### config.mk
export PLATFORM = sky130hd
export DESIGN_NAME = event_emitter_flat
export DESIGN_NICKNAME = d
export VERILOG_FILES = /design/src/rtl/event_emitter_if.sv /design/src/rtl/event_emitter.sv /design/src/flat_wrapper.sv
export SDC_FILE = /design/constraint.sdc
export NUM_CORES = 1
export LEC_CHECK = 0
export CAP_MARGIN = 10
export CORE_UTILIZATION = 32
export CTS_CLUSTER_SIZE = 25
export DETAILED_ROUTE_END_ITERATION = 7
export PLACE_DENSITY = 0.49
export SYNTH_ARGS = -nofsm -noshare
export SYNTH_HDL_FRONTEND = slang
export SYNTH_SLANG_ARGS = --single-unit
### constraint.sdc
create_clock -name clk -period 2.3 [get_ports clk]
set_input_delay 0.23 -clock clk [delete_from_list [all_inputs] [get_ports clk]]
set_output_delay 0.23 -clock clk [all_outputs]
set_load 0.1 [all_outputs]
### src/rtl/event_emitter_if.sv
// Event interface between a control/sequencer master and the event_emitter.
// The master issues burst requests and flushes; the emitter returns strobes and status.
interface event_emitter_if #(
    parameter int unsigned CNT_W = 8
);
    logic             req_valid;
    logic [CNT_W-1:0] req_count;
    logic             req_ready;
    logic             flush;
    logic             evt;
    logic [CNT_W-1:0] evt_idx;
    logic             busy;
    logic             done;
    logic             aborted;

    modport master (
        output req_valid, req_count, flush,
        input  req_ready, evt, evt_idx, busy, done, aborted
    );

    modport slave (
        input  req_valid, req_count, flush,
        output req_ready, evt, evt_idx, busy, done, aborted
    );
endinterface

### src/rtl/event_emitter.sv
// Programmable event-pulse generator: one accepted request of N events yields N
// indexed one-cycle evt strobes spaced by GAP idle cycles, closed by done or aborted.
module event_emitter #(
    parameter int unsigned CNT_W = 8,
    parameter int unsigned GAP   = 2
) (
    input  logic            clk,
    input  logic            rst,
    event_emitter_if.slave  bus
);
    localparam int unsigned GAP_W = 8;
    // Reload value for the inter-event gap counter; unused when GAP is 0.
    localparam logic [GAP_W-1:0] GAP_LOAD = (GAP == 0) ? '0 : GAP_W'(GAP - 1);

    typedef enum logic [1:0] {
        IDLE = 2'd0,
        FIRE = 2'd1,
        WAIT = 2'd2,
        DONE = 2'd3
    } state_t;

    state_t           state;
    logic [CNT_W-1:0] count;
    logic [CNT_W-1:0] idx;
    logic [GAP_W-1:0] gap_cnt;
    logic             evt_q;
    logic             busy_q;
    logic             done_q;
    logic             aborted_q;

    logic             ready;
    logic             accept;
    logic             last_evt;
    logic [CNT_W-1:0] idx_next;

    assign ready    = (state == IDLE) && !bus.flush && !rst;
    assign accept   = bus.req_valid && ready;
    assign last_evt = (idx == CNT_W'(count - 1'b1));
    assign idx_next = CNT_W'(idx + 1'b1);

    // Burst sequencer; flush outranks every state transition.
    always_ff @(posedge clk) begin
        if (rst) begin
            state     <= IDLE;
            count     <= '0;
            idx       <= '0;
            gap_cnt   <= '0;
            evt_q     <= 1'b0;
            busy_q    <= 1'b0;
            done_q    <= 1'b0;
            aborted_q <= 1'b0;
        end else begin
            evt_q     <= 1'b0;
            done_q    <= 1'b0;
            aborted_q <= 1'b0;
            if (bus.flush) begin
                state     <= IDLE;
                busy_q    <= 1'b0;
                aborted_q <= (state != IDLE);
            end else begin
                unique case (state)
                    IDLE: begin
                        if (accept) begin
                            count  <= bus.req_count;
                            idx    <= '0;
                            busy_q <= 1'b1;
                            if (bus.req_count == '0) begin
                                state  <= DONE;
                                done_q <= 1'b1;
                            end else begin
                                state <= FIRE;
                                evt_q <= 1'b1;
                            end
                        end
                    end
                    FIRE: begin
                        if (last_evt) begin
                            state  <= DONE;
                            done_q <= 1'b1;
                        end else if (GAP == 0) begin
                            idx   <= idx_next;
                            evt_q <= 1'b1;
                        end else begin
                            state   <= WAIT;
                            gap_cnt <= GAP_LOAD;
                            idx     <= idx_next;
                        end
                    end
                    WAIT: begin
                        if (gap_cnt == '0) begin
                            state <= FIRE;
                            evt_q <= 1'b1;
                        end else begin
                            gap_cnt <= gap_cnt - 1'b1;
                        end
                    end
                    DONE: begin
                        state  <= IDLE;
                        busy_q <= 1'b0;
                    end
                    default: begin
                        state  <= IDLE;
                        busy_q <= 1'b0;
                    end
                endcase
            end
        end
    end

    assign bus.req_ready = ready;
    assign bus.evt       = evt_q;
    assign bus.evt_idx   = idx;
    assign bus.busy      = busy_q;
    assign bus.done      = done_q;
    assign bus.aborted   = aborted_q;
endmodule

### src/flat_wrapper.sv
// flat-port wrapper written by rule: the top's interface ports become plain ports
module event_emitter_flat 
#(
    parameter int unsigned CNT_W = 8,
    parameter int unsigned GAP   = 2
)
  (clk, rst, bus_req_valid, bus_req_count, bus_flush, bus_req_ready, bus_evt, bus_evt_idx, bus_busy, bus_done, bus_aborted);
  event_emitter_if #(.CNT_W(CNT_W)) bus_i ();
  input  logic clk;
  input  logic rst;
  input wire logic [$bits(bus_i.req_valid)-1:0] bus_req_valid;
  input wire logic [$bits(bus_i.req_count)-1:0] bus_req_count;
  input wire logic [$bits(bus_i.flush)-1:0] bus_flush;
  output wire logic [$bits(bus_i.req_ready)-1:0] bus_req_ready;
  output wire logic [$bits(bus_i.evt)-1:0] bus_evt;
  output wire logic [$bits(bus_i.evt_idx)-1:0] bus_evt_idx;
  output wire logic [$bits(bus_i.busy)-1:0] bus_busy;
  output wire logic [$bits(bus_i.done)-1:0] bus_done;
  output wire logic [$bits(bus_i.aborted)-1:0] bus_aborted;
  assign bus_i.req_valid = bus_req_valid;
  assign bus_i.req_count = bus_req_count;
  assign bus_i.flush = bus_flush;
  assign bus_req_ready = bus_i.req_ready;
  assign bus_evt = bus_i.evt;
  assign bus_evt_idx = bus_i.evt_idx;
  assign bus_busy = bus_i.busy;
  assign bus_done = bus_i.done;
  assign bus_aborted = bus_i.aborted;
  event_emitter #(.CNT_W(CNT_W), .GAP(GAP)) u_core (.clk(clk), .rst(rst), .bus(bus_i));
endmodule
==> results_dict.tcl <==
set metrics [dict create \
    cts_buffer_depth 2 \
    drc 0 \
    core_area_mm2 0.00511 \
    yosysMostFrequentCell "dfxtp_1" \
    yosysSeqAreaShare_pct 35.4 \
    leakage_nw 0.775 \
    cts_tree "done" \
    status "finished, final reports clean" \
    htreeDepth 2 \
    ant_nets 0 \
    drive_above_1_share_pct 23.8 \
    drtIter0Drc 75 \
    chipWidth_um 74.8 \
    first_pass_iters 4 \
    wl_per_cell_um 13.0 \
    synth-compound-area-share_pct 22.9 \
    dp.cells 310 \
    yosysTopAreaCellShare_pct 35.4 \
    synthMuxAreaShare_pct 1.25 \
    yosysWarnings 0 \
    area_growth_pct 31.4 \
    synth.distinct_cells 43 \
    p_per_area_mw_per_mm2 515 \
    grt_pass1_wl_mm 7.22 \
    finClkSkew_ns 0.00984 \
    antenna_cells 0 \
    row_count 26 \
    hold_class "reg -> reg" \
    syn_nets 223 \
    synth-adder-area-share_pct 2.21 \
    synth-seq-cells 30 \
    grt_pass1_vias 1530 \
    synth_edf_count 0 \
    track_usage_pct 17.1 \
    startpoint_type "flop" \
    critPathMaxFanout 12 \
    rsz0062_at_grt "yes" \
    insertion_delay_ns 0.28 \
    design_power_total_w 0.00115 \
    worstMarginPinSlew_ns 0.499 \
    end_kind "flop" \
    path_clk_slew_ns 0.07 \
    synthTopCellsByArea "dfxtp_1 35%, a21oi_1 7.7%, nand2_1 4.6%" \
    critical_path_arrival_ns 2.35 \
    dp_hpwl_mm 3.13 \
    start_util_pct 33.2 \
    setup_violations 0 \
    cts.sinks 30 \
    cts-root-buf "clkbuf_8" \
    yosysTopAreaCell "dfxtp_1" \
    die_h_um 74.8 \
    via_per_inst 5.19 \
    place_congestion 0.812 \
    ys.flop_type "dfxtp_1" \
    synthXorXnorAreaFrac_pct 5.68 \
    hold_violations 0 \
    dpl_cell_area_mm2 0.00212 \
    crit_type "reg -> reg" \
    drv_cap 0 \
    dieArea_mm2 0.00560 \
    ios 25 \
    cp_data_required_time_ns 2.51 \
    dr_total_vias 1650 \
    utilization_pct 43.7 \
    grt_start_max_net_pins 19 \
    cts_resized 0 \
    num-nets-final 262 \
    syn_area_per_cell_um2 8.16 \
    grt-ovfl-total 0 \
    async_flop_share_pct 0 \
    numCtsBuffers 5 \
    numPortBuffers 24 \
    max_clock_freq_mhz 468 \
    routed_wirelength_mm 4.13 \
    antenna_found_initial 0 \
    nFillCells 519 \
    ctsHoldBuffers 0 \
    min_period_ns 2.14 \
    post_cts_buffers 0 \
    synth_top_family_by_area "simple AND/OR/NAND/NOR gates" \
    min_period_over_period_pct 92.9 \
    syn_area_mm2 0.00170 \
    yosys.area_share.simple_pct 28.6 \
    ir_worst_vdd_v 0.000258 \
    syn_inst 208 \
    stdcell_count 318 \
    slew_headroom_pct 66.5 \
    drv_slew 0 \
    ys_top_cells_by_count "30 x dfxtp_1, 26 x a21oi_1, 21 x nand2_1" \
    final_cell_area_mm2 0.00223 \
]
[kinds of logic after synthesis]
family / after synthesis
DFF: 30
and+or+nand+nor: 88
xor gates and xnor gates: 11
AOI/OAI and AO/OA: 57
adders and majority gates: 3
muxes: 2
buffers and inverters: 17
[flip-flops by register name, indices dropped and copies added (netlist names)]
register            flops
u_core.bus.done         1
u_core.state            2
u_core.count            8
u_core.bus.evt          1
u_core.bus.aborted      1
u_core.bus.busy         1
u_core.gap_cnt          8
u_core.bus.evt_idx      8
[worst max-delay path, stage by stage (launching register included)]
cell and delay [ns]:
dfxtp_2 0.38, inv_1 0.06, ha_1 0.24, nor3b_2 0.17
xnor2_1 0.12, nand4b_1 0.19, a2111oi_2 0.07, buf_4 0.19
or4_1 0.50, a21oi_1 0.15
[metrics by stage]
stage	setup WS, ns	hold slack (ns)	setup TNS (ns)
global placement	0.0460	0.459	0
global route	-0.0306	0.500	-0.0470
CTS	0.0548	0.471	0
floorplan	0.00271	0.377	0
finish	0.163	0.468	0
detailed placement	0.0558	0.462	0
[layer usage]
metal,track usage (%),routed length (um)
met4,6.92,55
met3,3.88,150
met2,25.5,1790
met5,0,0
met1,23.7,2140
[worst paths after layout]
path / end / depth (start not counted) / start / slack [ns]
setup / recovery: u_core.gap_cnt[5] / 9 / u_core.count[0] / 0.16
hold / removal: u_core.count[7] / 2 / u_core.count[7] / 0.47
setup reg to reg: u_core.gap_cnt[5] / 9 / u_core.count[0] / 0.16
hold reg to reg: u_core.count[7] / 2 / u_core.count[7] / 0.47
[cells in the final DEF, fill, tap and decap left out, types with 2 or more instances in the layout]
master	synthesis	final
clkdlybuf4s50_1	0	11
nor2b_1	2	2
dfxtp_1	30	19
a21oi_1	26	26
xor2_1	2	2
o211ai_1	2	2
nand3_1	12	12
a211oi_1	3	3
ha_1	3	3
o21ai_0	7	7
inv_1	5	5
a2111oi_2	2	3
nand4b_1	3	3
or4_1	7	7
o31ai_1	7	6
clkinv_1	0	3
or3_1	7	7
nand3b_1	3	3
nand4_1	4	4
dfxtp_4	0	2
xnor2_1	9	9
buf_4	0	31
nor2_1	9	9
nand2_1	21	21
dfxtp_2	0	9
nor3_1	7	7
nand2b_1	3	3
nor3b_2	0	2
clkbuf_8	0	5
nor4_1	5	5
[layout make-up]
class,instances,area [um2],share of cell area [%]
flip-flops and latches,30,619,27.8
clock buffers,5,68.8,3.09
well taps,70,87.6,3.93
clock inverters,3,11.3,0.505
multi-input cells,161,1060,47.4
inverters,6,22.5,1.01
repair buffers,43,363,16.3
[report_power, final]
part | switching, W | internal [W] | total (W)
registers | 0.0000150 | 0.000532 | 0.000547
logic | 0.000117 | 0.0000862 | 0.000203
clock network | 0.000197 | 0.000202 | 0.000399
total | 0.000329 | 0.000820 | 0.00115
Power figures use the tool's default switching activity.
